==> config.mk <==
export PLATFORM = sky130hd
export DESIGN_NAME = i2c_target
export DESIGN_NICKNAME = d
export VERILOG_FILES = /design/src/rtl/i2c_pkg.sv /design/src/rtl/i2c_bus_monitor.sv /design/src/rtl/i2c_target.sv
export SDC_FILE = /design/constraint.sdc
export NUM_CORES = 1
export LEC_CHECK = 0
export ABC_AREA = 1
export CORE_ASPECT_RATIO = 1.1
export CORE_MARGIN = 4
export CORE_UTILIZATION = 60
export CTS_CLUSTER_DIAMETER = 40
export DETAILED_ROUTE_END_ITERATION = 10
export PLACE_DENSITY_LB_ADDON = 0.3
export SLEW_MARGIN = 20
export SYNTH_ARGS = -nofsm -noshare
export SYNTH_HDL_FRONTEND = slang
export SYNTH_SLANG_ARGS = --single-unit
==> constraint.sdc <==
create_clock -name clk -period 4.1 [get_ports clk]
set_clock_uncertainty 0.1 [all_clocks]
set_input_delay 0.82 -clock clk [delete_from_list [all_inputs] [get_ports clk]]
set_output_delay 0.82 -clock clk [all_outputs]
set_load 0.005 [all_outputs]
==> src/rtl/i2c_pkg.sv <==
// Shared types and constants for the I2C target and its bus monitor.
package i2c_pkg;

   typedef enum logic [3:0] {
      ST_IDLE      = 4'd0,
      ST_ADDR      = 4'd1,
      ST_ADDR_ACK  = 4'd2,
      ST_REG       = 4'd3,
      ST_REG_ACK   = 4'd4,
      ST_WDATA     = 4'd5,
      ST_WDATA_ACK = 4'd6,
      ST_RDATA     = 4'd7,
      ST_RDATA_ACK = 4'd8,
      ST_IGNORE    = 4'd9
   } state_e;

   localparam logic       I2C_ACK             = 1'b0;
   localparam logic       I2C_NACK            = 1'b1;
   localparam logic       I2C_RW_READ         = 1'b1;
   localparam logic [6:0] DEFAULT_TARGET_ADDR = 7'h42;

   function automatic logic [7:0] next_ptr(input logic [7:0] ptr);
      return ptr + 8'd1;
   endfunction

endpackage

==> src/rtl/i2c_bus_monitor.sv <==
// Synchronises SCL/SDA and flags SCL edges plus START/STOP conditions.
module i2c_bus_monitor #(
   parameter int unsigned SYNC_STAGES = 2
) (
   input  logic clk,
   input  logic rst,
   input  logic scl_in,
   input  logic sda_in,
   output logic scl_rise,
   output logic scl_fall,
   output logic start_det,
   output logic stop_det,
   output logic sda_s
);
   logic [SYNC_STAGES-1:0] scl_sync_q;
   logic [SYNC_STAGES-1:0] sda_sync_q;
   logic                   scl_hist_q;
   logic                   sda_hist_q;
   logic                   scl_s;

   // Reset to the idle-bus level so release from reset never looks like an edge.
   always_ff @(posedge clk or posedge rst) begin
      if (rst) begin
         scl_sync_q <= '1;
         sda_sync_q <= '1;
         scl_hist_q <= 1'b1;
         sda_hist_q <= 1'b1;
      end else begin
         scl_sync_q <= {scl_sync_q[SYNC_STAGES-2:0], scl_in};
         sda_sync_q <= {sda_sync_q[SYNC_STAGES-2:0], sda_in};
         scl_hist_q <= scl_s;
         sda_hist_q <= sda_s;
      end
   end

   assign scl_s     = scl_sync_q[SYNC_STAGES-1];
   assign sda_s     = sda_sync_q[SYNC_STAGES-1];
   assign scl_rise  = scl_s & ~scl_hist_q;
   assign scl_fall  = ~scl_s & scl_hist_q;
   assign start_det = scl_s & scl_hist_q & sda_hist_q & ~sda_s;
   assign stop_det  = scl_s & scl_hist_q & ~sda_hist_q & sda_s;

endmodule

==> src/rtl/i2c_target.sv <==
// I2C target with 7-bit address match and an auto-incrementing 8-bit register port.
module i2c_target
   import i2c_pkg::*;
#(
   parameter logic [6:0]  TARGET_ADDR = DEFAULT_TARGET_ADDR,
   parameter int unsigned SYNC_STAGES = 2
) (
   input  logic       clk,
   input  logic       rst,
   input  logic       scl_in,
   input  logic       sda_in,
   output logic       sda_oe,
   output logic [7:0] reg_addr,
   output logic [7:0] reg_wdata,
   output logic       reg_we,
   input  logic [7:0] reg_rdata,
   output logic       busy
);
   logic       scl_rise, scl_fall, start_det, stop_det, sda_s;
   state_e     state_q, state_d;
   logic [7:0] shift_q, shift_d;
   logic [3:0] bit_cnt_q, bit_cnt_d;
   logic       rw_q, rw_d;
   logic       sda_oe_q, sda_oe_d;
   logic [7:0] reg_addr_q, reg_addr_d;
   logic [7:0] reg_wdata_q, reg_wdata_d;
   logic       reg_we_q, reg_we_d;
   logic       busy_q, busy_d;
   logic [7:0] byte_s;

   i2c_bus_monitor #(.SYNC_STAGES(SYNC_STAGES)) u_bus_monitor (
      .clk       (clk),
      .rst       (rst),
      .scl_in    (scl_in),
      .sda_in    (sda_in),
      .scl_rise  (scl_rise),
      .scl_fall  (scl_fall),
      .start_det (start_det),
      .stop_det  (stop_det),
      .sda_s     (sda_s)
   );

   assign byte_s = {shift_q[6:0], sda_s};

   // State and output registers; reset releases SDA immediately.
   always_ff @(posedge clk or posedge rst) begin
      if (rst) begin
         state_q     <= ST_IDLE;
         shift_q     <= 8'h00;
         bit_cnt_q   <= 4'd0;
         rw_q        <= 1'b0;
         sda_oe_q    <= 1'b0;
         reg_addr_q  <= 8'h00;
         reg_wdata_q <= 8'h00;
         reg_we_q    <= 1'b0;
         busy_q      <= 1'b0;
      end else begin
         state_q     <= state_d;
         shift_q     <= shift_d;
         bit_cnt_q   <= bit_cnt_d;
         rw_q        <= rw_d;
         sda_oe_q    <= sda_oe_d;
         reg_addr_q  <= reg_addr_d;
         reg_wdata_q <= reg_wdata_d;
         reg_we_q    <= reg_we_d;
         busy_q      <= busy_d;
      end
   end

   // Protocol sequencing; START/STOP take precedence over SCL edges.
   always_comb begin
      state_d     = state_q;
      shift_d     = shift_q;
      bit_cnt_d   = bit_cnt_q;
      rw_d        = rw_q;
      sda_oe_d    = sda_oe_q;
      reg_addr_d  = reg_addr_q;
      reg_wdata_d = reg_wdata_q;
      reg_we_d    = 1'b0;
      busy_d      = busy_q;
      if (start_det) begin
         bit_cnt_d = 4'd0;
         sda_oe_d  = 1'b0;
         state_d   = ST_ADDR;
      end else if (stop_det) begin
         sda_oe_d = 1'b0;
         busy_d   = 1'b0;
         state_d  = ST_IDLE;
      end else begin
         case (state_q)
            ST_ADDR, ST_REG, ST_WDATA: begin
               if (scl_rise) begin
                  shift_d = byte_s;
                  if (bit_cnt_q == 4'd7) begin
                     bit_cnt_d = 4'd0;
                     if (state_q == ST_ADDR) begin
                        if (byte_s[7:1] == TARGET_ADDR) begin
                           busy_d  = 1'b1;
                           rw_d    = byte_s[0];
                           state_d = ST_ADDR_ACK;
                        end else begin
                           state_d = ST_IGNORE;
                        end
                     end else if (state_q == ST_REG) begin
                        reg_addr_d = byte_s;
                        state_d    = ST_REG_ACK;
                     end else begin
                        reg_wdata_d = byte_s;
                        reg_we_d    = 1'b1;
                        state_d     = ST_WDATA_ACK;
                     end
                  end else begin
                     bit_cnt_d = bit_cnt_q + 4'd1;
                  end
               end
            end
            // First fall after the byte drives ACK, the next one ends the ACK clock.
            ST_ADDR_ACK, ST_REG_ACK, ST_WDATA_ACK: begin
               if (scl_fall) begin
                  if (!sda_oe_q) begin
                     sda_oe_d = 1'b1;
                  end else begin
                     sda_oe_d = 1'b0;
                     if (state_q == ST_REG_ACK) begin
                        state_d = ST_WDATA;
                     end else if (state_q == ST_WDATA_ACK) begin
                        reg_addr_d = next_ptr(reg_addr_q);
                        state_d    = ST_WDATA;
                     end else if (rw_q == I2C_RW_READ) begin
                        shift_d   = reg_rdata;
                        sda_oe_d  = ~reg_rdata[7];
                        bit_cnt_d = 4'd0;
                        state_d   = ST_RDATA;
                     end else begin
                        state_d = ST_REG;
                     end
                  end
               end
            end
            ST_RDATA: begin
               if (scl_rise) begin
                  bit_cnt_d = bit_cnt_q + 4'd1;
               end else if (scl_fall) begin
                  if (bit_cnt_q == 4'd8) begin
                     sda_oe_d = 1'b0;
                     state_d  = ST_RDATA_ACK;
                  end else begin
                     sda_oe_d = ~shift_q[6];
                     shift_d  = {shift_q[6:0], 1'b0};
                  end
               end
            end
            // Pointer advances on the controller's ACK/NACK; the reload waits for the
            // following fall so reg_rdata reflects the new pointer.
            ST_RDATA_ACK: begin
               if (scl_rise) begin
                  reg_addr_d = next_ptr(reg_addr_q);
                  if (sda_s == I2C_NACK) begin
                     state_d = ST_IGNORE;
                  end else begin
                     state_d = ST_RDATA_ACK;
                  end
               end else if (scl_fall) begin
                  shift_d   = reg_rdata;
                  sda_oe_d  = ~reg_rdata[7];
                  bit_cnt_d = 4'd0;
                  state_d   = ST_RDATA;
               end
            end
            ST_IGNORE: begin
               sda_oe_d = 1'b0;
            end
            default: begin
               state_d = ST_IDLE;
            end
         endcase
      end
   end

   assign sda_oe    = sda_oe_q;
   assign reg_addr  = reg_addr_q;
   assign reg_wdata = reg_wdata_q;
   assign reg_we    = reg_we_q;
   assign busy      = busy_q;

endmodule

==> metrics, run 1 <==
mapped cell area 0.00263 mm²; Post-route DRC 0; Req. time, crit path 4.19 ns; Total Power slightly below 2000 µW; die outline height 77.5 µm; synthesized net count 400; vias in the first global route about 2500; Unique masters post-synth 27; Total GRT Usage 0.263; deepest clock path buffer count 2; Post-synth EDFFs 0; critical path type flop to flop; minimum clock period 2.28 ns; Synth area leaders dfrtp_1, nand2_1, nand3_1; H-tree depth 2; Slew @ Worst Pin around 0.64 ns; number of CTS-inserted buffers 5; top cells by count, synth nand2_1, nand3_1, inv_1, nor2_1, dfrtp_1; P per Cell Area 632 mW/mm²; CTS tree built; postcts setup bufs 0; RSZ-0062 raised after global routing false; wire per inst 14.1 µm; post-synth top area share 0.333; Core Box Area about 0.0043 mm²; number of max-cap violations 0; Slew headroom 0.570; largest net degree at the start of global routing 26; Avg Synthesized Cell Area 6.89 µm²; post-route ant nets 0; row cnt 25; area post-placement around 0.003 mm²; area leader, netlist dfrtp_1; routability cong. about 1; Chip Width just over 70 µm; outcome complete, no violations; setup_tns 0 ns; most frequent cell after synthesis nand2_1; Worst setup startpoint u_bus_monitor.scl_sync_q[1]$_DFF_PP1_; CP Launch Type flop; Final Max Tran Viols 0; CTS Sinks just over 40; Hold WC Path Type flop to flop; CTS root buf clkbuf_8; hold_buf cts 0; VDD IR max 394 µV; CP Capture Type flop; CP max FO 9; Vias/cell approximately 5.4; IO Pins 31; Vias 2541; Async SR Flop Fraction 1.00; area delta synth->final 17.0%; hold depth 0; Final Hold Fails 0; antenna violations before repair 0; Final Cycle Share 0.557; R2R depth 8; Die Area about 0.0055 mm²; global-route wire length before repair 11.5 mm; DPL Wire Length 5.09 mm; Seq/Total Area, Yosys 0.392; Final Cell Area a little over 0.003 mm²; Routed WL 6.63 mm; initial DRC count between 200 and 300; RR Startpoint u_bus_monitor.scl_sync_q[1]$_DFF_PP1_; Max Clk Rate roughly 440 MHz; synthesized flop and latch total 41; remaining global-route overflow 0; cts repair resizes 0; Final Setup Violations 0; Initial Utilization 0.615; P_leak 0.00160 µW; hold path start u_bus_monitor.sda_sync_q[0]$_DFF_PP1_; dominant synthesized flop cell dfrtp_1; CTS clk-pin slew, worst paths about 0.080 ns; filler cell count between 300 and 400; Clock Latency Late Sink around 0.30 ns; DRT Pass-1 Iters 5; Synth Instances ~380; nets approximately 430; Buffers on Ports 30; ANT cells 0; Synth Warn # 0; Data arrival, critical path 2.37 ns; fraction of layout cells with a size suffix above 1 0.106
## logic make-up after synthesis
logic type,after synthesis,synth area share
adder cells (fa/ha/maj),6,0.0285
AND/OR/NAND/NOR,255,0.424
XOR/XNOR,5,0.0166
buffers and inverters,48,0.0760
AO/OA/AOI/OAI,27,0.0622
flip-flops,41,0.392
## state kept, by name, summed over array words and instances, names as in the netlist
register	cells
u_bus_monitor.scl_hist_q	1
busy	1
reg_we	1
bit_cnt_q	4
sda_oe	1
u_bus_monitor.sda_hist_q	1
u_bus_monitor.scl_sync_q	2
state_q	4
rw_q	1
shift_q	7
reg_addr	8
u_bus_monitor.sda_sync_q	2
reg_wdata	8
## path summary, 6_finish.rpt
kind / end / slack, ns
setup / recovery: reg_addr[3]$_DFFE_PP0P_ / 1.82
hold / removal: u_bus_monitor.sda_sync_q[1]$_DFF_PP1_ / 0.26
setup reg to reg: reg_addr[3]$_DFFE_PP0P_ / 1.82
hold reg to reg: u_bus_monitor.sda_sync_q[1]$_DFF_PP1_ / 0.26
max in group asynchronous: reg_wdata[0]$_DFFE_PP0P_ / 2.33
min in group asynchronous: state_q[2]$_DFFE_PP0P_ / 0.80
## per-stage QoR
| step | cells | util | worst slack, ns | hold WS, ns |
|---|---|---|---|---|
| global placement | 461 | 0.692 | 1.89 | 0.251 |
| floorplan | 382 | - | 2.17 | 0.245 |
| detailed placement | 461 | 0.692 | 1.86 | 0.250 |
| global route | 469 | 0.719 | 1.64 | 0.267 |
| finish | 469 | 0.719 | 1.82 | 0.260 |
| CTS | 469 | 0.719 | 1.83 | 0.262 |
## cell usage in the layout (no fill, tap or decap), types with 5 or more instances in the layout
cell type          n
clkbuf_8           5
clkdlybuf4s50_1   30
dfrtp_1           35
dfstp_2            6
ha_1               6
inv_1             36
inv_2              6
nand2_1          150
nand2_2            5
nand3_1           45
nand4_1            5
nor2_1            36
nor2_2             5
o21ai_0            7
o21ai_1            8
o21ai_2            5
## area by class of cell
cell class                      count  area, µm²  area share
Multi-Input combinational cell    293       1400       0.454
Sequential cell                    41       1030       0.335
Timing Repair Buffer               31        308      0.0999
Inverter                           42        158      0.0512
Clock buffer                        5       68.8      0.0223
Tap cell                           54       67.6      0.0219
Clock inverter                      3       46.3      0.0150
## worst max-delay path: stages, from the launching register on
cell     delay (ns)
dfstp_2        0.56
ha_1           0.30
inv_1          0.14
nand3_1        0.16
o21ai_0        0.20
nor3_4         0.38
nand2_2        0.19
nand2_1        0.09
nand2_1        0.05
## per-layer routing
metal,track usage,up-vias,part of all wire
met1,0.358,1168,0.45
met3,0.0518,10,0.067
li1,-,1265,-
met4,0.0883,0,0.016
met5,0,-,0
met2,0.416,98,0.47
## where the power goes
part           leakage, µW  total, µW  switching [µW]  internal (µW)
sequential        0.000527        637             130            508
clock            0.0000543        328             146            182
combinational      0.00102        982             628            354
No activity file was read; power rests on OpenSTA's default activity.
==> inputs of run 2 (changes only) <==
--- a/config.mk
+++ b/config.mk
@@ -8,7 +8,7 @@
 export ABC_AREA = 1
 export CORE_ASPECT_RATIO = 1.1
 export CORE_MARGIN = 4
-export CORE_UTILIZATION = 60
+export CORE_UTILIZATION = 56
 export CTS_CLUSTER_DIAMETER = 40
 export DETAILED_ROUTE_END_ITERATION = 10
 export PLACE_DENSITY_LB_ADDON = 0.3
==> constraint.sdc (replaced) <==
create_clock -name clk -period 2.38 [get_ports clk]
set_clock_uncertainty 0.1 [all_clocks]
set_input_delay 0.476 -clock clk [delete_from_list [all_inputs] [get_ports clk]]
set_output_delay 0.476 -clock clk [all_outputs]
set_load 0.005 [all_outputs]
==> run 2 against run 1 <==
Total power is 77% higher. Sequential power is 71% higher. Worst hold slack better by 0.0084 ns. Final cell count is 0.64% higher. Register-to-register slack worse by 1.6 ns. Largest cell class unchanged.
==> metrics, run 2 (synthesized netlist as in run 1, its figures left out) <==
VDD IR max approximately 720 µV; Slew headroom 0.648; filler cell count around 360; die outline height between 70 and 80 µm; IO Pins 31; P per Cell Area between 1000 and 1500 mW/mm²; Final Cycle Share 0.916; Initial Utilization 0.597; Core Box Area ~0.0044 mm²; Clock Latency Late Sink 0.29 ns; Buffers on Ports 30; number of max-cap violations 0; global-route wire length before repair 11.3 mm; area of the multi-input gates between 0.001 and 0.0015 mm²; FF+latch area 0.00103 mm²; area delta synth->final 18.7%; placed insts 464; Final Hold Fails 0; CTS tree built; pre-CTS setup slack 0.239 ns; Req. time, crit path between 2 and 2.5 ns; vias in the first global route between 2000 and 2500; Data arrival, critical path 2.27 ns; antenna violations before repair 0; wire per inst ~14 µm; most common cell after layout, fill and taps aside nand2_1; H-tree depth 2; number of CTS-inserted buffers 5; Crit path buffers/inverters 1; deepest clock path buffer count 2; RSZ-0062 raised after global routing false; DRT Pass-1 Iters 5; hold_buf cts 0; nets roughly 440; cts repair resizes 0; Die Area roughly 0.0059 mm²; most numerous cell on the critical path nand2_1; CP max stage delay a little under 0.4 ns; minimum clock period between 2 and 2.5 ns; fraction of layout cells with a size suffix above 1 0.112; Vias/cell 5.42; CP Launch Type flop; hold_ws approximately 0.27 ns; post-route ant nets 0; remaining global-route overflow 0; initial DRC count approximately 240; largest net degree at the start of global routing 42; worst setup margin between 0.15 and 0.2 ns; routability cong. ~1.0; critical path type flop to flop; CTS clk-pin slew, worst paths about 0.080 ns; Post-route DRC 0; most frequent cells in the layout nand2_1, nand3_1, nor2_1, inv_1, dfrtp_1; row cnt 25; postcts setup bufs 0; CP Capture Type flop; Slew @ Worst Pin ~0.53 ns; Hold WC Path Type flop to flop; Final Setup Violations 0; Chip Width 73.4 µm; final cell count without fillers between 400 and 500; P_leak approximately 0.0016 µW; Total GRT Usage 0.245; CP top delay family simple AND/OR/NAND/NOR gates; Vias about 2600; ANT cells 0; CP max FO 9; Final Max Tran Viols 0; CTS root buf clkbuf_8; Worst path slowest cell dfstp_2; DPL Wire Length 4.98 mm; setup_tns 0 ns; outcome complete, no violations; Routed WL 6.49 mm; worst-path cell chain ha_1 > nand2_1 > nor2_1 > nor2_2 > inv_2 > nor3_4 > nand2_2 > nand2_1 > nand2_1; CTS Sinks 41; Max Clk Rate around 460 MHz
## run 2: changes by cell type in the layout (fill, tap and decap cells not counted)
cell,previous run,this run
inv_6,0,1
buf_4,1,4
clkinvlp_4,1,0
bufinv_16,1,2
clkinv_4,1,0
## run 2: layout make-up
type | count | area share
clock buffer | 5 | 0.0220
sequential | 41 | 0.331
inverter | 42 | 0.0504
clock inverter | 3 | 0.0220
timing repair buffer | 34 | 0.106
tap | 54 | 0.0216
multi-input combinational | 293 | 0.448
## run 2: final timing paths
kind / from / endpoint / slack (ns) / depth (start not counted)
worst max-delay path: u_bus_monitor.scl_hist_q$_DFF_PP1_ / reg_addr[0]$_DFFE_PP0P_ / 0.20 / 9
worst min-delay path: u_bus_monitor.scl_sync_q[0]$_DFF_PP1_ / u_bus_monitor.scl_sync_q[1]$_DFF_PP1_ / 0.27 / 0
worst max register to register: u_bus_monitor.scl_hist_q$_DFF_PP1_ / reg_addr[0]$_DFFE_PP0P_ / 0.20 / 9
worst min register to register: u_bus_monitor.scl_sync_q[0]$_DFF_PP1_ / u_bus_monitor.scl_sync_q[1]$_DFF_PP1_ / 0.27 / 0
max in group asynchronous: rst / u_bus_monitor.sda_sync_q[1]$_DFF_PP1_ / 1.27 / 3
min in group asynchronous: rst / state_q[1]$_DFFE_PP0P_ / 0.54 / 3
## run 2: routing by layer
metal	part of all wire	global-route usage	vias up
met5	0	0	-
met4	0.015	0.0743	0
met3	0.064	0.0453	12
met2	0.47	0.394	98
met1	0.45	0.334	1173
li1	-	-	1276
## run 2: report_power, final
group          switching [µW]  internal, µW  leakage (µW)
combinational            1070           621       0.00103
clock                     252           422     0.0000687
sequential                217           875      0.000527
## run 2: through the flow
stage | power (µW) | cell area [µm²] | utilization
floorplan | 2310 | 2630 | -
global placement | 2730 | 2990 | 0.678
detailed placement | 2760 | 2990 | 0.678
CTS | 3460 | 3130 | 0.709
global route | 3780 | 3130 | 0.709
finish | 3450 | 3130 | 0.709
## run 2: worst register-to-register path, stage by stage, from the launching register on
cell and delay (ns):
dfstp_2 0.39, ha_1 0.22, nand2_1 0.08, nor2_1 0.07, nor2_2 0.38, inv_2 0.14
nor3_4 0.38, nand2_2 0.18, nand2_1 0.09, nand2_1 0.05
==> inputs of run 3 (changes only) <==
--- a/config.mk
+++ b/config.mk
@@ -11,7 +11,8 @@
 export CORE_UTILIZATION = 56
 export CTS_CLUSTER_DIAMETER = 40
 export DETAILED_ROUTE_END_ITERATION = 10
-export PLACE_DENSITY_LB_ADDON = 0.3
+export GPL_ROUTABILITY_DRIVEN = 0
+export PLACE_DENSITY = 0.91
 export SLEW_MARGIN = 20
 export SYNTH_ARGS = -nofsm -noshare
 export SYNTH_HDL_FRONTEND = slang
==> run 3 against run 2 <==
Cell area fell by 0.48%. Register-to-register slack barely moved. Global-route usage fell by 0.95 points. Combinational power barely moved. Worst hold slack got worse by 0.0079 ns. Sequential power barely moved. Via count rose by 2.4%. Non-clock buffer count fell by 2. Total power rose by 0.26%. Critical path type unchanged. Highest routed layer unchanged.
==> metrics, run 3 (synthesized netlist as in run 1, its figures left out) <==
CTS tree built; Routed WL about 6.4 mm; P per Cell Area around 1100 mW/mm²; DRT Pass-1 Iters 5; Clock power frac 0.198; postcts setup bufs 0; global-route wire length before repair 10.9 mm; row cnt 25; end-of-flow core utilization 0.706; switching fraction of total power 0.449; Req. time, crit path roughly 2.5 ns; CP Launch Type flop; Clock Latency Late Sink 0.30 ns; most common cell after layout, fill and taps aside nand2_1; Initial Utilization 0.597; IO Pins 31; deepest clock path buffer count 2; fraction of layout cells with a size suffix above 1 0.108; Total GRT Usage 0.236; Final Cell Area ~0.0031 mm²; Slew @ Worst Pin around 0.5 ns; CTS Sinks 41; minimum clock period ~2.2 ns; Final Max Tran Viols 0; Sw Pwr approximately 1600 µW; Slew headroom 0.667; Final Hold Fails 0; Power Internal between 1500 and 2000 µW; outcome complete, no violations; CP Capture Type flop; Vias/cell ~5.6; Total Power ~3500 µW; largest net degree at the start of global routing 42; Final Setup Violations 0; CTS root buf clkbuf_8; Die Area roughly 0.006 mm²; setup_tns 0 ns; Core Box Area about 0.0044 mm²; Buffers on Ports 30; Data arrival, critical path between 2 and 2.5 ns; Post-route DRC 0; part of the power in registers 0.318; Vias 2620; hold_buf cts 0; antenna violations before repair 0; vias in the first global route around 2400; Final Cycle Share 0.910; RR Startpoint u_bus_monitor.scl_sync_q[1]$_DFF_PP1_; DPL Wire Length approximately 4.7 mm; area delta synth->final 18.1%; VDD IR max approximately 670 µV; nets approximately 430; CP max FO 9; P_leak 0.00162 µW; ANT cells 0; area post-placement ~0.003 mm²; post-route ant nets 0; Worst setup startpoint u_bus_monitor.scl_sync_q[1]$_DFF_PP1_; Chip Width approximately 73 µm; most frequent cells in the layout nand2_1, nand3_1, nor2_1, inv_1, dfrtp_1; hold path start u_bus_monitor.sda_sync_q[0]$_DFF_PP1_; number of CTS-inserted buffers 5; Hold WC Path Type flop to flop; Max Clk Rate about 460 MHz; initial DRC count ~250; wire per inst about 14 µm; H-tree depth 2; die outline height 79.9 µm; critical path type flop to flop; RSZ-0062 raised after global routing false; cts repair resizes 0; number of max-cap violations 0; remaining global-route overflow 0; CTS clk-pin slew, worst paths around 0.090 ns; Logic pwr share 0.484
[run 3: changes by cell type in the layout (fill, tap and decap cells not counted)]
cell and change:
buf_4 -2
[run 3: final cells by class]
type / instances / area [µm²]
timing repair buffer: 32 / 315
clock buffer: 5 / 68.8
tap: 54 / 67.6
sequential: 41 / 1030
multi-input combinational: 293 / 1400
clock inverter: 3 / 68.8
fill: 353 / 1300
inverter: 42 / 158
[run 3: path summary, 6_finish.rpt]
kind                       slack (ns)                               endpoint  cells past startpoint
hold reg to reg                  0.26  u_bus_monitor.sda_sync_q[1]$_DFF_PP1_                      0
max in group asynchronous        1.33     u_bus_monitor.sda_hist_q$_DFF_PP1_                      3
min in group asynchronous        0.49                reg_addr[6]$_DFFE_PP0P_                      3
setup reg to reg                 0.21                reg_addr[3]$_DFFE_PP0P_                      8
hold / removal                   0.26  u_bus_monitor.sda_sync_q[1]$_DFF_PP1_                      0
setup / recovery                 0.21                reg_addr[3]$_DFFE_PP0P_                      8
[run 3: power by group through the flow]
stage	Combinational, µW	Clock [µW]	Sequential (µW)
2_1_floorplan	1270	0	1030
3_3_place_gp	1580	0	1090
3_5_place_dp	1620	0	1100
4_1_cts	1650	693	1090
5_1_grt	1890	724	1130
6_report	1680	686	1100
[run 3: stage by stage]
step                      worst slack (ns)  hold slack (ns)  std cells
after global routing               0.00205            0.266        470
final                                0.213            0.261        470
after global placement               0.313            0.247        462
after floorplan                      0.453            0.245        382
after detailed placement             0.241            0.251        462
after CTS                            0.238            0.263        470
[run 3: critical path, stage by stage (launching register included)]
cell     delay [ns]
dfstp_2        0.56
ha_1           0.30
inv_1          0.13
nand3_1        0.13
o21ai_0        0.15
nor3_4         0.36
nand2_2        0.18
nand2_1        0.10
nand2_1        0.05
[run 3: metal layers]
metal | wire length (µm) | vias up | GRT usage
met3 | 598 | 23 | 0.0529
met1 | 2750 | 1168 | 0.323
met2 | 2920 | 163 | 0.376
li1 | - | 1266 | -
met5 | 0 | - | 0
met4 | 135 | 0 | 0.0598
